==> config.mk <==
export PLATFORM = sky130hd
export DESIGN_NAME = uart_rx_cfg
export DESIGN_NICKNAME = d
export VERILOG_FILES = /design/src/rtl/uart_pkg.sv /design/src/rtl/uart_baud_tick.sv /design/src/rtl/uart_rx_cfg.sv
export SDC_FILE = /design/constraint.sdc
export NUM_CORES = 1
export LEC_CHECK = 0
export ABC_CLOCK_PERIOD_IN_PS = 2600
export CAP_MARGIN = 10
export CORE_MARGIN = 3
export CORE_UTILIZATION = 35
export CTS_BUF_LIST = sky130_fd_sc_hd__clkbuf_8
export CTS_CLUSTER_SIZE = 14
export DETAILED_ROUTE_END_ITERATION = 8
export GPL_TIMING_DRIVEN = 0
export SYNTH_ARGS = -nofsm -noshare
export SYNTH_HDL_FRONTEND = slang
export SYNTH_SLANG_ARGS = --single-unit
==> constraint.sdc <==
create_clock -name clk -period 2.6 [get_ports clk]
set_input_delay 0.52 -clock clk [delete_from_list [all_inputs] [get_ports clk]]
set_output_delay 0.52 -clock clk [all_outputs]
set_load 0.05 [all_outputs]
==> src/rtl/uart_pkg.sv <==
// rtl/uart_pkg.sv - shared UART types and helpers
//
// Purpose: enums shared by the UART receiver (and a future transmitter).
//   parity_mode_t : line parity setting (NONE, EVEN, ODD)
//   rx_state_t    : receiver FSM states
//   decode_parity : maps the raw 2-bit mode field; 2'b11 folds to NONE
package uart_pkg;

  typedef enum logic [1:0] {
    NONE = 2'b00,
    EVEN = 2'b01,
    ODD  = 2'b10
  } parity_mode_t;

  typedef enum logic [2:0] {
    IDLE,
    START,
    DATA,
    PARITY,
    STOP,
    BREAK
  } rx_state_t;

  function automatic parity_mode_t decode_parity(input logic [1:0] mode);
    case (mode)
      2'b01:   return EVEN;
      2'b10:   return ODD;
      default: return NONE;
    endcase
  endfunction

endpackage

==> src/rtl/uart_baud_tick.sv <==
// rtl/uart_baud_tick.sv - reloadable oversample tick divider
//
// Purpose: emits one tick every div_i+1 clk cycles. A reload restarts the
// period so the caller can phase-align ticks to an external event.
// Ports:
//   clk      in   clock, rising edge
//   rst_i    in   synchronous active-high reset
//   div_i    in   16-bit divide value (period = div_i+1)
//   reload_i in   restart the period this cycle (suppresses the tick)
//   tick_o   out  single-cycle tick
module uart_baud_tick (
  input  logic        clk,
  input  logic        rst_i,
  input  logic [15:0] div_i,
  input  logic        reload_i,
  output logic        tick_o
);

  logic [15:0] cnt_q;
  logic [15:0] cnt_d;

  assign tick_o = !reload_i && (cnt_q == div_i);

  always_comb begin
    cnt_d = cnt_q + 16'd1;
    if (reload_i || tick_o) begin
      cnt_d = '0;
    end
  end

  always_ff @(posedge clk) begin
    if (rst_i) begin
      cnt_q <= '0;
    end else begin
      cnt_q <= cnt_d;
    end
  end

endmodule

==> src/rtl/uart_rx_cfg.sv <==
// rtl/uart_rx_cfg.sv - configurable oversampling UART receiver
//
// Purpose: receives 8N1-style frames with configurable data width, parity
// and stop bits, presenting each word through a valid/ready output register.
// Ports:
//   clk           in   clock, rising edge
//   rst_i         in   synchronous active-high reset
//   clk_div_i     in   oversample tick every clk_div_i+1 cycles
//   parity_mode_i in   00 none, 01 even, 10 odd, 11 none
//   stop2_i       in   0 one stop bit, 1 two stop bits
//   rx_i          in   asynchronous serial line, idle high
//   rx_data_o     out  received word, first line bit in LSB
//   rx_valid_o    out  word and error flags valid
//   rx_ready_i    in   consumer accepts the word
//   parity_err_o  out  parity mismatch (qualified by rx_valid_o)
//   frame_err_o   out  a stop bit sampled low (qualified by rx_valid_o)
//   overrun_o     out  one-cycle pulse when a completed frame was dropped
module uart_rx_cfg
  import uart_pkg::*;
#(
  parameter int DATA_W = 8,
  parameter int OS     = 16
) (
  input  logic              clk,
  input  logic              rst_i,
  input  logic [15:0]       clk_div_i,
  input  logic [1:0]        parity_mode_i,
  input  logic              stop2_i,
  input  logic              rx_i,
  output logic [DATA_W-1:0] rx_data_o,
  output logic              rx_valid_o,
  input  logic              rx_ready_i,
  output logic              parity_err_o,
  output logic              frame_err_o,
  output logic              overrun_o
);

  localparam int TW = $clog2(OS);
  localparam int BW = $clog2(DATA_W + 1);

  localparam logic [TW-1:0] HALF_TICK = TW'(OS / 2 - 1);
  localparam logic [TW-1:0] FULL_TICK = TW'(OS - 1);
  localparam logic [BW-1:0] LAST_BIT  = BW'(DATA_W - 1);

  // Line synchronizer plus one extra stage for falling-edge detection
  logic sync1_q, sync2_q, prev_q;
  logic rx_s;
  logic start_edge;

  always_ff @(posedge clk) begin
    if (rst_i) begin
      sync1_q <= 1'b1;
      sync2_q <= 1'b1;
      prev_q  <= 1'b1;
    end else begin
      sync1_q <= rx_i;
      sync2_q <= sync1_q;
      prev_q  <= sync2_q;
    end
  end

  assign rx_s       = sync2_q;
  assign start_edge = prev_q & ~sync2_q;

  // Frame configuration, captured at the start edge
  logic [15:0]  div_q;
  parity_mode_t par_mode_q;
  logic         stop2_q;

  rx_state_t         state_q;
  logic [TW-1:0]     tick_cnt_q;
  logic [BW-1:0]     bit_cnt_q;
  logic [DATA_W-1:0] shift_q;
  logic              par_q;
  logic              perr_acc_q;
  logic              ferr_acc_q;
  logic              done_q;

  logic [DATA_W-1:0] data_q;
  logic              valid_q;
  logic              perr_q;
  logic              ferr_q;
  logic              overrun_q;

  logic baud_reload;
  logic tick;
  logic bit_sample;
  logic par_expect;

  assign baud_reload = (state_q == IDLE) && start_edge;
  // Mid-bit sample point for data, parity and stop bits
  assign bit_sample  = tick && (tick_cnt_q == FULL_TICK);
  assign par_expect  = par_q ^ (par_mode_q == ODD);

  uart_baud_tick u_baud (
    .clk      (clk),
    .rst_i    (rst_i),
    .div_i    (div_q),
    .reload_i (baud_reload),
    .tick_o   (tick)
  );

  always_ff @(posedge clk) begin
    if (rst_i) begin
      state_q    <= IDLE;
      div_q      <= '0;
      par_mode_q <= NONE;
      stop2_q    <= 1'b0;
      tick_cnt_q <= '0;
      bit_cnt_q  <= '0;
      shift_q    <= '0;
      par_q      <= 1'b0;
      perr_acc_q <= 1'b0;
      ferr_acc_q <= 1'b0;
      done_q     <= 1'b0;
      data_q     <= '0;
      valid_q    <= 1'b0;
      perr_q     <= 1'b0;
      ferr_q     <= 1'b0;
      overrun_q  <= 1'b0;
    end else begin
      overrun_q <= 1'b0;
      if (valid_q && rx_ready_i) begin
        valid_q <= 1'b0;
      end

      case (state_q)
        IDLE: begin
          if (start_edge) begin
            div_q      <= clk_div_i;
            par_mode_q <= decode_parity(parity_mode_i);
            stop2_q    <= stop2_i;
            tick_cnt_q <= '0;
            state_q    <= START;
          end
        end

        START: begin
          if (tick) begin
            if (tick_cnt_q == HALF_TICK) begin
              tick_cnt_q <= '0;
              if (!rx_s) begin
                bit_cnt_q <= '0;
                par_q     <= 1'b0;
                state_q   <= DATA;
              end else begin
                // Line went back high: glitch, not a start bit
                state_q <= IDLE;
              end
            end else begin
              tick_cnt_q <= tick_cnt_q + TW'(1);
            end
          end
        end

        DATA: begin
          if (tick) begin
            tick_cnt_q <= tick_cnt_q + TW'(1);
            if (bit_sample) begin
              shift_q <= {rx_s, shift_q[DATA_W-1:1]};
              par_q   <= par_q ^ rx_s;
              if (bit_cnt_q == LAST_BIT) begin
                bit_cnt_q  <= '0;
                perr_acc_q <= 1'b0;
                ferr_acc_q <= 1'b0;
                state_q    <= (par_mode_q != NONE) ? PARITY : STOP;
              end else begin
                bit_cnt_q <= bit_cnt_q + BW'(1);
              end
            end
          end
        end

        PARITY: begin
          if (tick) begin
            tick_cnt_q <= tick_cnt_q + TW'(1);
            if (bit_sample) begin
              perr_acc_q <= (rx_s != par_expect);
              state_q    <= STOP;
            end
          end
        end

        STOP: begin
          if (done_q) begin
            // Completion cycle: deliver or drop the word
            done_q <= 1'b0;
            if (!valid_q || rx_ready_i) begin
              data_q  <= shift_q;
              perr_q  <= perr_acc_q;
              ferr_q  <= ferr_acc_q;
              valid_q <= 1'b1;
            end else begin
              overrun_q <= 1'b1;
            end
            state_q <= (ferr_acc_q && !rx_s) ? BREAK : IDLE;
          end else if (tick) begin
            tick_cnt_q <= tick_cnt_q + TW'(1);
            if (bit_sample) begin
              if (!rx_s) begin
                ferr_acc_q <= 1'b1;
              end
              if (bit_cnt_q == BW'(stop2_q)) begin
                done_q <= 1'b1;
              end else begin
                bit_cnt_q <= bit_cnt_q + BW'(1);
              end
            end
          end
        end

        BREAK: begin
          if (rx_s) begin
            state_q <= IDLE;
          end
        end

        default: state_q <= IDLE;
      endcase
    end
  end

  assign rx_data_o    = data_q;
  assign rx_valid_o   = valid_q;
  assign parity_err_o = perr_q;
  assign frame_err_o  = ferr_q;
  assign overrun_o    = overrun_q;

endmodule

==> impl_metrics.csv, run 1 <==
group,metric,value,unit
worst_setup_path,cp-startpoint,"u_baud.cnt_q[9]",
sta,rsz0062_at_grt,"no",
synth,synth_fa_ha_area_frac,0.0113,
clocking,worstSkewPairLatency,0.35,ns
clocking,cts_buffers,9,
sta,skew,0.0107,ns
synth,yosysSeqAreaShare,0.441,
worst_setup_path,path_cells,"xor2_1 > nor4_2 > nand4_1 > or4_1 > buf_4 > or3b_1 > a21oi_1",
sta,period_share,0.947,
clocking,cts-resized-gates,0,
worst_setup_path,crit_slowest_cell,"or4_1",
worst_setup_path,endpoint_kind,"flop",
floorplanning,dieArea,10700,µm²
synth,syn-num-nets,419,
routing,via_per_inst,5.06,
sta,final_max_slew_viol_count,0,
placed_design,gp_congestion,0.915,
routing,num_vias,2783,
sta,layout_setup_ws,0.137,ns
final_layout,syn_to_final_growth,23.3,%
sta,hold_violations,0,
worst_setup_path,regToRegSetupSlack,0.14,ns
sta,finalCriticalPeriod,2.46,ns
clocking,root_buffer,"clkbuf_8",
grt,overflow,0,
placed_design,dp_hpwl,5.62,mm
worst_setup_path,path_depth,7,
synth,synth.mux.area_fraction,0.0639,
clocking,cts_tree,"built",
pwr,p_total,0.00305,W
worst_setup_path,r2r_cells,7,
final_layout,drive_gt1_frac,0.0814,
synth,synthSimpleGateAreaFrac,0.244,
synth,synth_area,3310,µm²
worst_setup_path,path_buf_inv,1,
placed_design,dp.cells,534,
worst_setup_path,critPathArrivalTime,2.74,ns
worst_setup_path,crit_family,"simple AND/OR/NAND/NOR gates",
synth,synth_edf_count,0,
routing,wl_met2,3.45,mm
sta,hold_ws,0.420,ns
worst_setup_path,critical_path.max_fanout,9,
worst_setup_path,startpoint_type,"flop",
routing,wl_met3,370,µm
grt,grtUsageTotal,0.154,
routing,first_pass_iters,4,
clocking,hold_buffers,0,
floorplanning,start_util,0.371,
routing,top_layer,"met4",
routing,wl_per_cell,14.1,µm
synth,ys_ff_latch,73,
placed_design,placed_area,3780,µm²
floorplanning,die_w,103,µm
final_layout,diodes,0,
sta,tightest_slew,0.663,ns
clocking,clockBufferDepth,2,
worst_hold_path,min_path_cells,1,
clocking,h-tree-depth,3,
floorplanning,core,8930,µm²
worst_setup_path,crit_required,2.88,ns
synth,avgSynthCellArea,8.42,µm²
status,outcome,"finished, final reports clean",
worst_hold_path,hp-class,"reg -> reg",
synth,synthFlopType,"dfxtp_1",
routing,postRouteAntennaNets,0,
run,maxCapViolations,0,
floorplanning,io_pins,35,
pwr,p_leak,1.65,nW
synth,synth_top_family_by_area,"simple AND/OR/NAND/NOR gates",
synth,syn-instance-count,393,
worst_setup_path,max_stage_delay,0.59,ns
worst_setup_path,rr_startpoint,"u_baud.cnt_q[9]",
synth,synthArstFlopShare,0,
routing,drc,0,
clocking,clock-sinks,73,
final_layout,stdcell_count,550,
worst_setup_path,critPathKind,"reg -> reg",
worst_setup_path,crit_path_end,"par_q",
routing,initialDrtViolationCount,134,
sta,max_freq,0.406,GHz
grt,grt_pass1_vias,2658,
floorplanning,die_h,103,µm
floorplanning,row_count,34,
pwr,ir_drop,0.388,mV
synth,synth_cell_types,47,
routing,finalWirelength,7.73,mm
grt,grt_max_degree,14,
synth,ys.warnings.count,0,
clocking,clk_pin_slew_worst_paths,0.08,ns
grt,grt_first_pass_wirelength,12.8,mm
placed_design,preCtsSetupSlack,0.0414,ns
worst_setup_path,r2r-end,"par_q",
placed_design,portBuffers,33,
final_layout,nets,463,
sta,relSlewSlack,0.554,
synth,synthXorXnorAreaFrac,0.0873,
synth,synth_compound_area_frac,0.119,
grt,antenna_found_initial,0,
sta,finalSetupViolations,0,
pwr,powerDensity,746,nW/µm²
final_layout,design_area,4080,µm²
clocking,cts_setup_buffers,0,
routing,met1_length,3.79,mm
-- worst register-to-register path, cell delays in order, from the launching register on --
cell and delay [ns]:
dfxtp_1 0.34, xor2_1 0.15, nor4_2 0.35, nand4_1 0.27
or4_1 0.59, buf_4 0.20, or3b_1 0.37, a21oi_1 0.11
-- cell usage in the layout, fill, tap and decap left out, types with 3 or more instances in the layout --
master	synthesis	layout
nor4_2	0	3
a21oi_1	35	35
nor4_1	6	3
nor3b_1	4	3
nor2b_1	3	3
inv_1	6	6
mux2i_1	20	20
o211ai_1	4	4
nand2_1	54	54
bufinv_16	0	4
and3_1	6	6
nand3_1	13	13
o21a_1	3	3
nor2_1	47	47
clkbuf_8	0	9
ha_1	3	3
clkdlybuf4s50_1	0	33
nand4_1	4	4
or2_2	5	5
nand2b_1	10	10
xor2_1	26	26
nor3_1	5	5
o21ai_0	8	7
xnor2_1	7	7
dfxtp_1	73	72
clkbuf_1	20	19
-- layer usage --
layer / vias up / GRT usage
li1: 1427 / -
met1: 1269 / 0.210
met2: 72 / 0.235
met3: 15 / 0.0416
met4: 0 / 0.0548
met5: - / 0
-- sequential cells by signal, summed over array words and instances (netlist names) --
register	count
sync1_q	1
rx_s	1
frame_err_o	1
ferr_acc_q	1
parity_err_o	1
stop2_q	1
par_mode_q	2
done_q	1
div_q	16
par_q	1
perr_acc_q	1
state_q	3
u_baud.cnt_q	16
bit_cnt_q	4
shift_q	8
rx_data_o	8
rx_valid_o	1
prev_q	1
tick_cnt_q	4
overrun_o	1
-- area by class of cell --
type,instances,area [µm²]
buffer,22,87.6
clock buffer,9,124
clock inverter,7,143
fill,911,4850
inverter,6,22.5
multi-input combinational,292,1780
sequential,73,1460
tap,108,135
timing repair buffer,33,330
-- worst min-delay path by stage --
stage	to	slack, ns	from
3_5_place_dp	rx_s	0.39	sync1_q
6_report	rx_s	0.42	sync1_q
2_1_floorplan	rx_s	0.39	sync1_q
4_1_cts	rx_s	0.42	sync1_q
5_1_grt	rx_s	0.46	sync1_q
3_3_place_gp	rx_s	0.40	sync1_q
-- report_power, final --
part	leakage (nW)	internal, W	switching, W
Sequential	0.590	0.00117	0.0000478
Clock	0.133	0.000736	0.000434
Combinational	0.925	0.000232	0.000427
-- synthesized netlist by cell type (all sizes together) (2+ instances only) --
cell / count / area share
a211oi: 2 / 0.0045
a21oi: 35 / 0.053
a31oi: 2 / 0.0038
and3: 6 / 0.011
buf: 2 / 0.0034
clkbuf: 20 / 0.023
dfxtp: 73 / 0.44
ha: 3 / 0.011
inv: 6 / 0.0068
mux2i: 20 / 0.060
nand2: 54 / 0.061
nand2b: 10 / 0.019
nand3: 13 / 0.020
nand3b: 2 / 0.0045
nand4: 4 / 0.0076
nor2: 47 / 0.053
nor2b: 3 / 0.0057
nor3: 5 / 0.0076
nor3b: 4 / 0.0091
nor4: 6 / 0.011
nor4b: 2 / 0.0053
o211ai: 4 / 0.0091
o21a: 3 / 0.0068
o21ai: 9 / 0.014
or2: 5 / 0.0094
or3b: 3 / 0.0079
or4: 2 / 0.0045
xnor2: 7 / 0.019
xor2: 26 / 0.069
-- through the flow --
step | setup TNS (ns) | util
floorplan | 0 | -
global placement | -0.141 | 0.423
detailed placement | 0 | 0.423
CTS | 0 | 0.453
global route | 0 | 0.457
finish | 0 | 0.457
-- kinds of logic after synthesis --
| group | after synthesis |
|---|---|
| AO/OA/AOI/OAI | 66 |
| XOR/XNOR | 33 |
| adder cells (fa/ha/maj) | 3 |
| multiplexers | 21 |
| buffers and inverters | 28 |
| AND/OR/NAND/NOR | 169 |
| flip-flops | 73 |
(Power assumes the default switching activity.)
==> run 2: changes to the inputs <==
--- a/config.mk
+++ b/config.mk
@@ -14,4 +14,5 @@
 export DETAILED_ROUTE_END_ITERATION = 8
 export GPL_TIMING_DRIVEN = 0
+export SKIP_LAST_GASP = 1
 export SYNTH_ARGS = -nofsm -noshare
 export SYNTH_HDL_FRONTEND = slang
==> constraint.sdc (replaced) <==
create_clock -name clk -period 2.6 [get_ports clk]
set_input_delay 0.52 -clock clk [delete_from_list [all_inputs] [get_ports clk]]
set_output_delay 0.52 -clock clk [all_outputs]
set_load 0.01 [all_outputs]
==> results of run 2 <==
The final DEF is identical to that of run 1; final timing and power are the same.
